<file path="config.mk">
export PLATFORM = sky130hd
export DESIGN_NAME = regfile_dump
export DESIGN_NICKNAME = d
export VERILOG_FILES = /design/src/rtl/regfile_pkg.sv /design/src/rtl/dump_pair_buf.sv /design/src/rtl/regfile_dump.sv
export SDC_FILE = /design/constraint.sdc
export NUM_CORES = 1
export LEC_CHECK = 0
export ABC_AREA = 1
export BUFFER_PORTS_ARGS = -buffer_cell sky130_fd_sc_hd__buf_2
export CORE_AREA = 2 2 77 79
export CTS_CLUSTER_DIAMETER = 150
export DETAILED_ROUTE_END_ITERATION = 7
export DIE_AREA = 0 0 79 81
export PLACE_DENSITY_LB_ADDON = 0.1
export SETUP_SLACK_MARGIN = 0.15
export SLEW_MARGIN = 10
export SYNTH_ARGS = -nofsm -noshare
export SYNTH_HDL_FRONTEND = slang
export SYNTH_HIERARCHICAL = 1
export SYNTH_SLANG_ARGS = --single-unit
</file>
<file path="constraint.sdc">
create_clock -name clock -period 1.7 [get_ports clock]
set_clock_uncertainty 0.2 [all_clocks]
set_input_delay 0.425 -clock clock [delete_from_list [all_inputs] [get_ports clock]]
set_output_delay 0.425 -clock clock [all_outputs]
set_load 0.01 [all_outputs]
</file>
<file path="src/rtl/regfile_pkg.sv">
// regfile_pkg: shared register-file widths and sequencer state encoding
package regfile_pkg;
  localparam int DATA_W = 16;
  localparam int ADDR_W = 2;
  typedef enum logic [1:0] {IDLE, FETCH, DRAIN, DONE} seq_state_e;
endpackage

</file>
<file path="src/rtl/dump_pair_buf.sv">
// dump_pair_buf: two-entry capture buffer presenting its filled slots in order
module dump_pair_buf #(
  parameter int DATA_W = 16,
  parameter int ADDR_W = 2
) (
  input  logic              clock,
  input  logic              reset_n,
  input  logic              load,
  input  logic [1:0]        fill,
  input  logic [1:0]        last,
  input  logic [DATA_W-1:0] d0,
  input  logic [DATA_W-1:0] d1,
  input  logic [ADDR_W-1:0] a0,
  input  logic [ADDR_W-1:0] a1,
  input  logic              pop,
  output logic [DATA_W-1:0] head_data,
  output logic [ADDR_W-1:0] head_addr,
  output logic              head_valid,
  output logic              head_last,
  output logic              head_end
);
  logic [1:0][DATA_W-1:0] data_q, data_d;
  logic [1:0][ADDR_W-1:0] addr_q, addr_d;
  logic [1:0]             last_q, last_d, vld_q, vld_d;
  logic                   head_q, head_d;
  always_comb begin
    data_d = data_q;
    addr_d = addr_q;
    last_d = last_q;
    vld_d  = vld_q;
    head_d = head_q;
    if (load) begin
      data_d = {d1, d0};
      addr_d = {a1, a0};
      last_d = last;
      vld_d  = fill;
      head_d = 1'b0;
    end else if (pop) begin
      vld_d[head_q] = 1'b0;
      head_d = 1'b1;
    end
  end
  always_ff @(posedge clock or negedge reset_n) begin
    if (!reset_n) begin
      data_q <= '0;
      addr_q <= '0;
      last_q <= '0;
      vld_q  <= '0;
      head_q <= 1'b0;
    end else begin
      data_q <= data_d;
      addr_q <= addr_d;
      last_q <= last_d;
      vld_q  <= vld_d;
      head_q <= head_d;
    end
  end
  assign head_data  = data_q[head_q];
  assign head_addr  = addr_q[head_q];
  assign head_valid = vld_q[head_q];
  assign head_last  = last_q[head_q];
  // the head is the final word of the pair when it sits in slot 1 or slot 1 was never filled
  assign head_end   = head_q | ~vld_q[1];
endmodule

</file>
<file path="src/rtl/regfile_dump.sv">
// regfile_dump: walks a register range two reads at a time and streams words out
module regfile_dump #(
  parameter int DATA_W = regfile_pkg::DATA_W,
  parameter int ADDR_W = regfile_pkg::ADDR_W
) (
  input  logic              clock,
  input  logic              reset_n,
  input  logic              start,
  input  logic [ADDR_W-1:0] first_addr,
  input  logic [ADDR_W-1:0] last_addr,
  output logic [ADDR_W-1:0] rr1,
  output logic [ADDR_W-1:0] rr2,
  input  logic [DATA_W-1:0] rd1,
  input  logic [DATA_W-1:0] rd2,
  output logic              out_valid,
  input  logic              out_ready,
  output logic [DATA_W-1:0] out_data,
  output logic [ADDR_W-1:0] out_addr,
  output logic              out_last,
  output logic              busy,
  output logic              done
);
  import regfile_pkg::*;
  localparam logic [ADDR_W:0]   ONE = (ADDR_W+1)'(1);
  localparam logic [ADDR_W:0]   TWO = (ADDR_W+1)'(2);
  localparam logic [ADDR_W-1:0] A1  = ADDR_W'(1);
  localparam logic [ADDR_W-1:0] A2  = ADDR_W'(2);
  localparam logic [ADDR_W-1:0] A3  = ADDR_W'(3);
  seq_state_e        state_q, state_d;
  logic [ADDR_W-1:0] cur_q, cur_d, rr1_q, rr1_d, rr2_q, rr2_d;
  logic [ADDR_W:0]   rem_q, rem_d, count, taken;
  logic              hs, pair_end;
  assign count = {1'b0, last_addr - first_addr} + ONE;
  assign taken = rem_q >= TWO ? TWO : ONE;
  assign hs    = out_valid & out_ready;
  always_comb begin
    state_d = state_q;
    cur_d   = cur_q;
    rem_d   = rem_q;
    rr1_d   = rr1_q;
    rr2_d   = rr2_q;
    case (state_q)
      IDLE: if (start) begin
        cur_d   = first_addr;
        rem_d   = count;
        rr1_d   = first_addr;
        rr2_d   = first_addr + A1;
        state_d = FETCH;
      end
      FETCH: state_d = DRAIN;
      DRAIN: if (hs && pair_end) begin
        rem_d   = rem_q - taken;
        state_d = rem_q == taken ? DONE : FETCH;
        if (rem_q != taken) begin
          cur_d = cur_q + A2;
          rr1_d = cur_q + A2;
          rr2_d = cur_q + A3;
        end
      end
      default: state_d = IDLE;
    endcase
  end
  always_ff @(posedge clock or negedge reset_n) begin
    if (!reset_n) begin
      state_q <= IDLE;
      cur_q   <= '0;
      rem_q   <= '0;
      rr1_q   <= '0;
      rr2_q   <= '0;
    end else begin
      state_q <= state_d;
      cur_q   <= cur_d;
      rem_q   <= rem_d;
      rr1_q   <= rr1_d;
      rr2_q   <= rr2_d;
    end
  end
  dump_pair_buf #(.DATA_W(DATA_W), .ADDR_W(ADDR_W)) u_buf (
    .clock      (clock),
    .reset_n    (reset_n),
    .load       (state_q == FETCH),
    .fill       (rem_q >= TWO ? 2'b11 : 2'b01),
    .last       ({rem_q == TWO, rem_q == ONE}),
    .d0         (rd1),
    .d1         (rd2),
    .a0         (rr1_q),
    .a1         (rr2_q),
    .pop        (hs),
    .head_data  (out_data),
    .head_addr  (out_addr),
    .head_valid (out_valid),
    .head_last  (out_last),
    .head_end   (pair_end)
  );
  assign rr1  = rr1_q;
  assign rr2  = rr2_q;
  assign busy = state_q != IDLE;
  assign done = state_q == DONE;
endmodule
</file>
==> results of run 1 <==
-- layer usage --
metal / part of all wire [%] / up-vias / routed length (um)
li1: - / 1152 / -
met1: 47 / 1008 / 2880
met2: 46 / 63 / 2830
met3: 5.6 / 6 / 344
met4: 1.0 / 0 / 61
met5: 0 / - / 0
-- through the flow --
step / setup TNS (ps) / power [uW] / utilization, % / worst slack, ps
floorplan: 0 / 1240 / - / 18.5
global placement: -323 / 1330 / 52.3 / -203
detailed placement: -356 / 1330 / 52.3 / -215
CTS: -3910 / 2370 / 58.2 / -222
global route: -6320 / 2440 / 62.1 / -287
finish: -4030 / 2350 / 62.1 / -236
-- cell usage after synthesis (2+ instances only) --
cell     instances  area, um^2
nand2_1        136         510
dfrtp_1         50        1250
inv_1           39         146
o21ai_1         26         130
o21ai_0         18        90.1
buf_6            8        90.1
nor2_1           8        30.0
buf_4            6        45.0
nand3_1          6        30.0
ha_1             4        50.1
a21oi_1          2        10.0
inv_2            2        7.51
nand2_4          2        22.5
-- cell type report --
| type | instances | share of cell area, % |
|---|---|---|
| Sequential cell | 50 | 35.7 |
| Multi-Input combinational cell | 212 | 30.8 |
| Timing Repair Buffer | 98 | 22.0 |
| Inverter | 41 | 4.86 |
| Tap cell | 75 | 2.66 |
| Clock buffer | 6 | 2.34 |
| Clock inverter | 2 | 1.70 |
-- path summary, 6_finish.rpt --
| kind | startpoint | end | slack [ps] |
|---|---|---|---|
| worst max register to register | u_buf/head_q$_DFFE_PN0P_ | rr2[1]$_DFFE_PN0P_ | -120 |
| min in group asynchronous | reset_n | u_buf/data_q[12]$_DFFE_PN0P_ | 390 |
| worst max-delay path | u_buf/head_q$_DFFE_PN0P_ | out_valid | -240 |
| max in group asynchronous | reset_n | state_q[0]$_DFFE_PN0P_ | 410 |
| worst min register to register | u_buf/addr_q[3]$_DFFE_PN0P_ | u_buf/addr_q[3]$_DFFE_PN0P_ | 280 |
| worst min-delay path | rd2[6] | u_buf/data_q[22]$_DFFE_PN0P_ | 120 |
-- cell usage in the layout (no fill, tap or decap), types with 2 or more instances in the layout --
cell type / instances
inv_1: 36
o21ai_4: 3
bufinv_16: 2
buf_12: 8
buf_2: 63
inv_2: 2
inv_4: 2
nor2_4: 2
clkbuf_8: 6
buf_4: 12
dfrtp_2: 5
buf_6: 11
o21ai_1: 39
nand3_1: 5
clkbuf_16: 2
o21ai_0: 3
nand2_2: 6
dfrtp_1: 45
ha_1: 2
nand2_1: 129
nor2_1: 5
ha_4: 2
nand2_4: 4
-- repair_timing --
| item | CTS | global route |
|---|---|---|
| resized for setup | 34 | 21 |
| cloned | 2 | 5 |
| hold endpoints to repair | 15 | 0 |
| hold buffers | 1 | 0 |
| setup buffers | 8 | 9 |
| pin swaps | 8 | 7 |
| endpoints found under the setup margin | 30 | 62 |
-- flip-flops by register name (all words and copies together) (netlist names) --
name,flops
rem_q,3
u_buf/data_q,32
u_buf/head_q,1
u_buf/vld_q,2
state_q,2
u_buf/addr_q,4
u_buf/last_q,2
rr1,2
rr2,2
-- power breakdown --
group | switching (uW) | internal (uW) | total [uW] | leakage, uW
Sequential | 0 | 1190 | 1190 | 0.000504
Combinational | 59.4 | 59.4 | 119 | 0.00115
Clock | 414 | 628 | 1040 | 0.0000714
-- logic make-up (layout without fill, tap and decap cells) --
| logic type | Yosys count | count (layout) |
|---|---|---|
| flip-flops | 50 | 50 |
| other | 1 | 1 |
| AND/OR/NAND/NOR | 156 | 156 |
| AO/OA/AOI/OAI | 48 | 49 |
| XOR/XNOR | 2 | 2 |
| adder cells (fa/ha/maj) | 4 | 4 |
| buffers and inverters | 56 | 147 |
-- critical path, cell delays in order, from the launching register on --
cell and delay [ps]:
dfrtp_2 480, buf_12 160, o21ai_4 160, buf_6 120, buf_6 90
==> results.yml, run 1 <==
floorplan:
  die_h_um: 81
  dieArea_um2: 6400
  die_w_um: 79
  coreArea_um2: 5680
  initial_core_util_pct: 44.3
  rows: 28
  io_pins: 66
worst_setup_path:
  critPathKind: "register to output port"
  crit_path_start_kind: "register"
  cp_max_fo: 7
  r2r_cells: 9
  cp.arrival_ps: 1310
  end_kind: "output port"
  worstPathRequired_ps: 1070
synth:
  ys_warn_count: 6
  synthMuxAreaShare_pct: 0
  synth_compound_area_share_pct: 10.1
  synth_nets: 361
  ys_seq_elements: 50
  yosys.area_share.simple_pct: 25.2
  syn_inst: 317
  synthAdderAreaFrac_pct: 1.99
  synth_area_um2: 2510
  async_reset_ff_share_pct: 100
  synth_top_family_by_area: "simple AND/OR/NAND/NOR gates"
  syn_area_per_cell_um2: 7.93
  ys_seq_area_share_pct: 49.8
  synth_xor_area_share_pct: 0.697
  synth-main-ff-cell: "dfrtp_1"
  synth-edff-count: 0
  synth.distinct_cells: 23
sta:
  whs_ps: 116
  rsz0062_at_grt: "true"
  worst_slack_ps: -236
  clock.fmax_mhz: 516
  timing.final.hold_violations: 0
  setup_viol: 27
  finalCriticalPeriod_ps: 1940
  drv_slew: 0
  period_share_pct: 114
run:
  cap_violations: 0
routing:
  first_iter_violations: 109
  first_pass_iters: 4
  wl_um: 6110
  remaining_drc_errors: 0
  avgRoutedWirePerCell_um: 12.6
  num_vias: 2229
  vias_per_cell: 4.61
  postRouteAntennaNets: 0
outcome:
  violations: "setup timing"
  status: "finished, violations left"
global_route:
  grt_max_degree: 59
  grt_pass1_vias: 1892
  met3_usage_pct: 4.89
  grtUsageMet1_pct: 25.6
  grt_usage_pct: 18.1
  top_usage_layer: "met2"
  antenna_found_initial: 0
  globalRouteMet2Util_pct: 27.1
  grt_overflow: 0
  grt_pass1_wl_um: 8930
final_layout:
  areaGrowthSynthToFinish_pct: 40.2
  drive_gt1_share_pct: 34.0
  nFillCells: 517
  regArea_um2: 1260
  multi_input_area_um2: 1080
  fin_area_um2: 3530
  fin_nets: 452
  finalNonFillerCells: 484
  diodes: 0
min_path:
  holdPathStages: 3
  min_path_type: "primary input to register"
placed_design:
  placed_cell_area_um2: 2970
  hpwl_um: 3510
  gp_congestion: 0.809
  portBuffers: 65
  dpl.cell_count: 451
cts:
  clock-sinks: 50
  path_clk_slew_ps: 90
  cts_buffer_depth: 2
  cts_buffers: 5
  cts_root_buffer: "clkbuf_8"
  cts_tree: "done"
  worst_skew_pair.late_latency_ps: 310
  htreeDepth: 2
power:
  p_leak_uw: 0.00172
  peakVddDrop_mv: 0.350
  power.density_nw_per_um2: 666
No activity file was read; power rests on OpenSTA's default activity.
==> inputs of run 2 (changes only) <==
--- a/config.mk
+++ b/config.mk
@@ -7,14 +7,14 @@
 export LEC_CHECK = 0
 export ABC_AREA = 1
 export BUFFER_PORTS_ARGS = -buffer_cell sky130_fd_sc_hd__buf_2
-export CORE_AREA = 2 2 77 79
+export CORE_AREA = 2 2 76 78
 export CTS_CLUSTER_DIAMETER = 150
 export DETAILED_ROUTE_END_ITERATION = 7
-export DIE_AREA = 0 0 79 81
+export DIE_AREA = 0 0 78 80
+export HOLD_SLACK_MARGIN = 0.08
 export PLACE_DENSITY_LB_ADDON = 0.1
 export SETUP_SLACK_MARGIN = 0.15
 export SLEW_MARGIN = 10
 export SYNTH_ARGS = -nofsm -noshare
 export SYNTH_HDL_FRONTEND = slang
-export SYNTH_HIERARCHICAL = 1
 export SYNTH_SLANG_ARGS = --single-unit
==> results.yml, run 2 <==
synth:
  ys_seq_elements: 50
  ys_warn_count: 0
  async_reset_ff_share_pct: 100
  yosys.area.top_type_share_pct: 51.3
  synth_area_um2: 2440
  synth_area_leaders: "dfrtp_1 (51%), nand2_1 (30%), inv_1 (2.9%)"
  synth.distinct_cells: 26
  synth_common_cells: "nand2_1 (195), dfrtp_1 (50), inv_1 (19)"
  syn_area_per_cell_um2: 7.50
  yosysMostFrequentCell: "nand2_1"
  synth_nets: 369
  synth-edff-count: 0
  ys_seq_area_share_pct: 51.3
  syn_inst: 325
  netlist.top_cell.by_area: "dfrtp_1"
  synth-main-ff-cell: "dfrtp_1"
final_layout:
  final_common_cell: "nand2_1"
  reg_top3: "u_buf.data_q (32), u_buf.addr_q (4), rem_q (3)"
  drive_gt1_share_pct: 50.5
  diodes: 0
  multi_input_area_um2: 1430
  fin_area_um2: 3890
  final_cell_mix: "nand2_1 (129), buf_2 (56), nand2_2 (54)"
  top_register: "u_buf.data_q"
  areaGrowthSynthToFinish_pct: 59.5
  regArea_um2: 1250
  largest_reg_flops: 32
  nFillCells: 435
  final_core_util_pct: 71.9
  fin_nets: 471
routing:
  wl_um: 6330
  remaining_drc_errors: 0
  avgRoutedWirePerCell_um: 12.7
  vias_per_cell: 4.73
  first_iter_violations: 106
  postRouteAntennaNets: 0
  first_pass_iters: 5
  num_vias: 2364
cts:
  htreeDepth: 2
  cts_buffer_depth: 2
  cts_buffers: 5
  clock-sinks: 50
  cts_root_buffer: "clkbuf_8"
  worst_skew_pair.late_latency_ps: 300
  path_clk_slew_ps: 90
  cts_tree: "done"
sta:
  clock.fmax_mhz: 532
  rsz0062_at_grt: "true"
  tightest_slew_ps: 394
  drv_slew: 0
  period_share_pct: 111
  setup_viol: 20
  worst_slack_ps: -179
  timing.final.hold_violations: 0
  relSlewSlack_pct: 73.7
  finalCriticalPeriod_ps: 1880
floorplan:
  die_w_um: 78
  die_h_um: 80
  dieArea_um2: 6240
  io_pins: 66
  initial_core_util_pct: 45.1
  coreArea_um2: 5410
  rows: 27
worst_setup_path:
  r2r_slack_ps: 60
  worstPathRequired_ps: 1070
  cp_max_fo: 7
  cp.arrival_ps: 1250
  critPathKind: "register to output port"
  crit_chain: "clkinv_4 -> buf_8 -> nand2_2 -> nand2_1 -> buf_2"
  cp_slowest_cell: "dfrtp_2"
  end_kind: "output port"
  crit_path_start_kind: "register"
  max_stage_delay_ps: 440
global_route:
  grt_overflow: 0
  grt_max_degree: 51
  antenna_found_initial: 0
  grt_pass1_wl_um: 9760
  grt_usage_pct: 19.6
  grt_pass1_vias: 2265
placed_design:
  placed_cell_area_um2: 3000
  gp_congestion: 0.848
  hpwl_um: 3790
  portBuffers: 65
power:
  peakVddDrop_mv: 0.457
  power.density_nw_per_um2: 544
  p_leak_uw: 0.00189
min_path:
  min_path_type: "primary input to register"
outcome:
  status: "finished, violations left"
  violations: "setup timing"
run:
  cap_violations: 0
==> run 2: power by group <==
part           internal [uW]  switching, uW  total (uW)
combinational           59.5           59.0         119
clock                    440            368         808
sequential              1190              0        1190
total                   1690            427        2110
==> run 2: kinds of logic after synthesis <==
kind of cell | share of synthesized area (%)
xor+xnor | 0.719
buf+inv | 6.26
simple gates | 36.2
fa+ha+maj | 2.05
compound gates | 3.44
flops | 51.3
==> run 2: critical path: cells and delay by family (launching register included) <==
family	cells	cell delay, ps
buf+inv	3	400
flops	1	440
simple gates	2	100
==> run 2: final timing paths <==
check                                             start                           end  cells after the start
max                            u_buf.head_q$_DFFE_PN0P_                  out_data[10]                      5
min reg2reg                u_buf.data_q[22]$_DFFE_PN0P_  u_buf.data_q[22]$_DFFE_PN0P_                      2
max reg2reg                      state_q[1]$_DFFE_PN0P_   u_buf.addr_q[1]$_DFFE_PN0P_                      7
min in group asynchronous                       reset_n  u_buf.data_q[19]$_DFFE_PN0P_                      3
max in group asynchronous                       reset_n          rem_q[1]$_DFFE_PN0P_                      3
min                                             rd1[14]  u_buf.data_q[14]$_DFFE_PN0P_                      3
==> run 2: cell type report <==
type	instances	share of cell area [%]
clock buffer	7	1.96
clock inverter	1	0.772
inverter	23	2.99
multi-input combinational	240	36.8
sequential	50	32.3
tap	72	2.32
timing repair buffer	107	22.9
==> run 2: through the flow <==
step / TNS [ps] / hold slack (ps) / total power [uW] / setup WS (ps) / instances
after floorplan: 0 / -70.6 / 1240 / 4.86 / 325
final: -2930 / 119 / 2110 / -179 / 500
after global routing: -4020 / 120 / 2190 / -235 / 500
after detailed placement: -414 / 235 / 1320 / -267 / 468
after CTS: -3130 / 113 / 2140 / -176 / 488
after global placement: -362 / 237 / 1320 / -237 / 468
==> run 2: timing repair <==
| action | 4_1_cts | 5_1_grt |
|---|---|---|
| pin swaps | 15 | 17 |
| endpoints found under the hold margin | 50 | 0 |
| resized for setup | 28 | 130 |
| hold buffers | 1 | 0 |
| gates cloned | 1 | 4 |
| buffers inserted | 10 | 8 |
| setup endpoints to repair | 30 | 67 |
==> run 2: metal layers <==
metal | vias up | share of wire [%] | routed length, um | track usage, %
met2 | 60 | 49 | 3120 | 33.2
li1 | 1199 | - | - | -
met5 | - | 0 | 0 | 0
met4 | 0 | 2.0 | 129 | 8.77
met1 | 1093 | 44 | 2810 | 24.9
met3 | 12 | 4.3 | 275 | 3.05
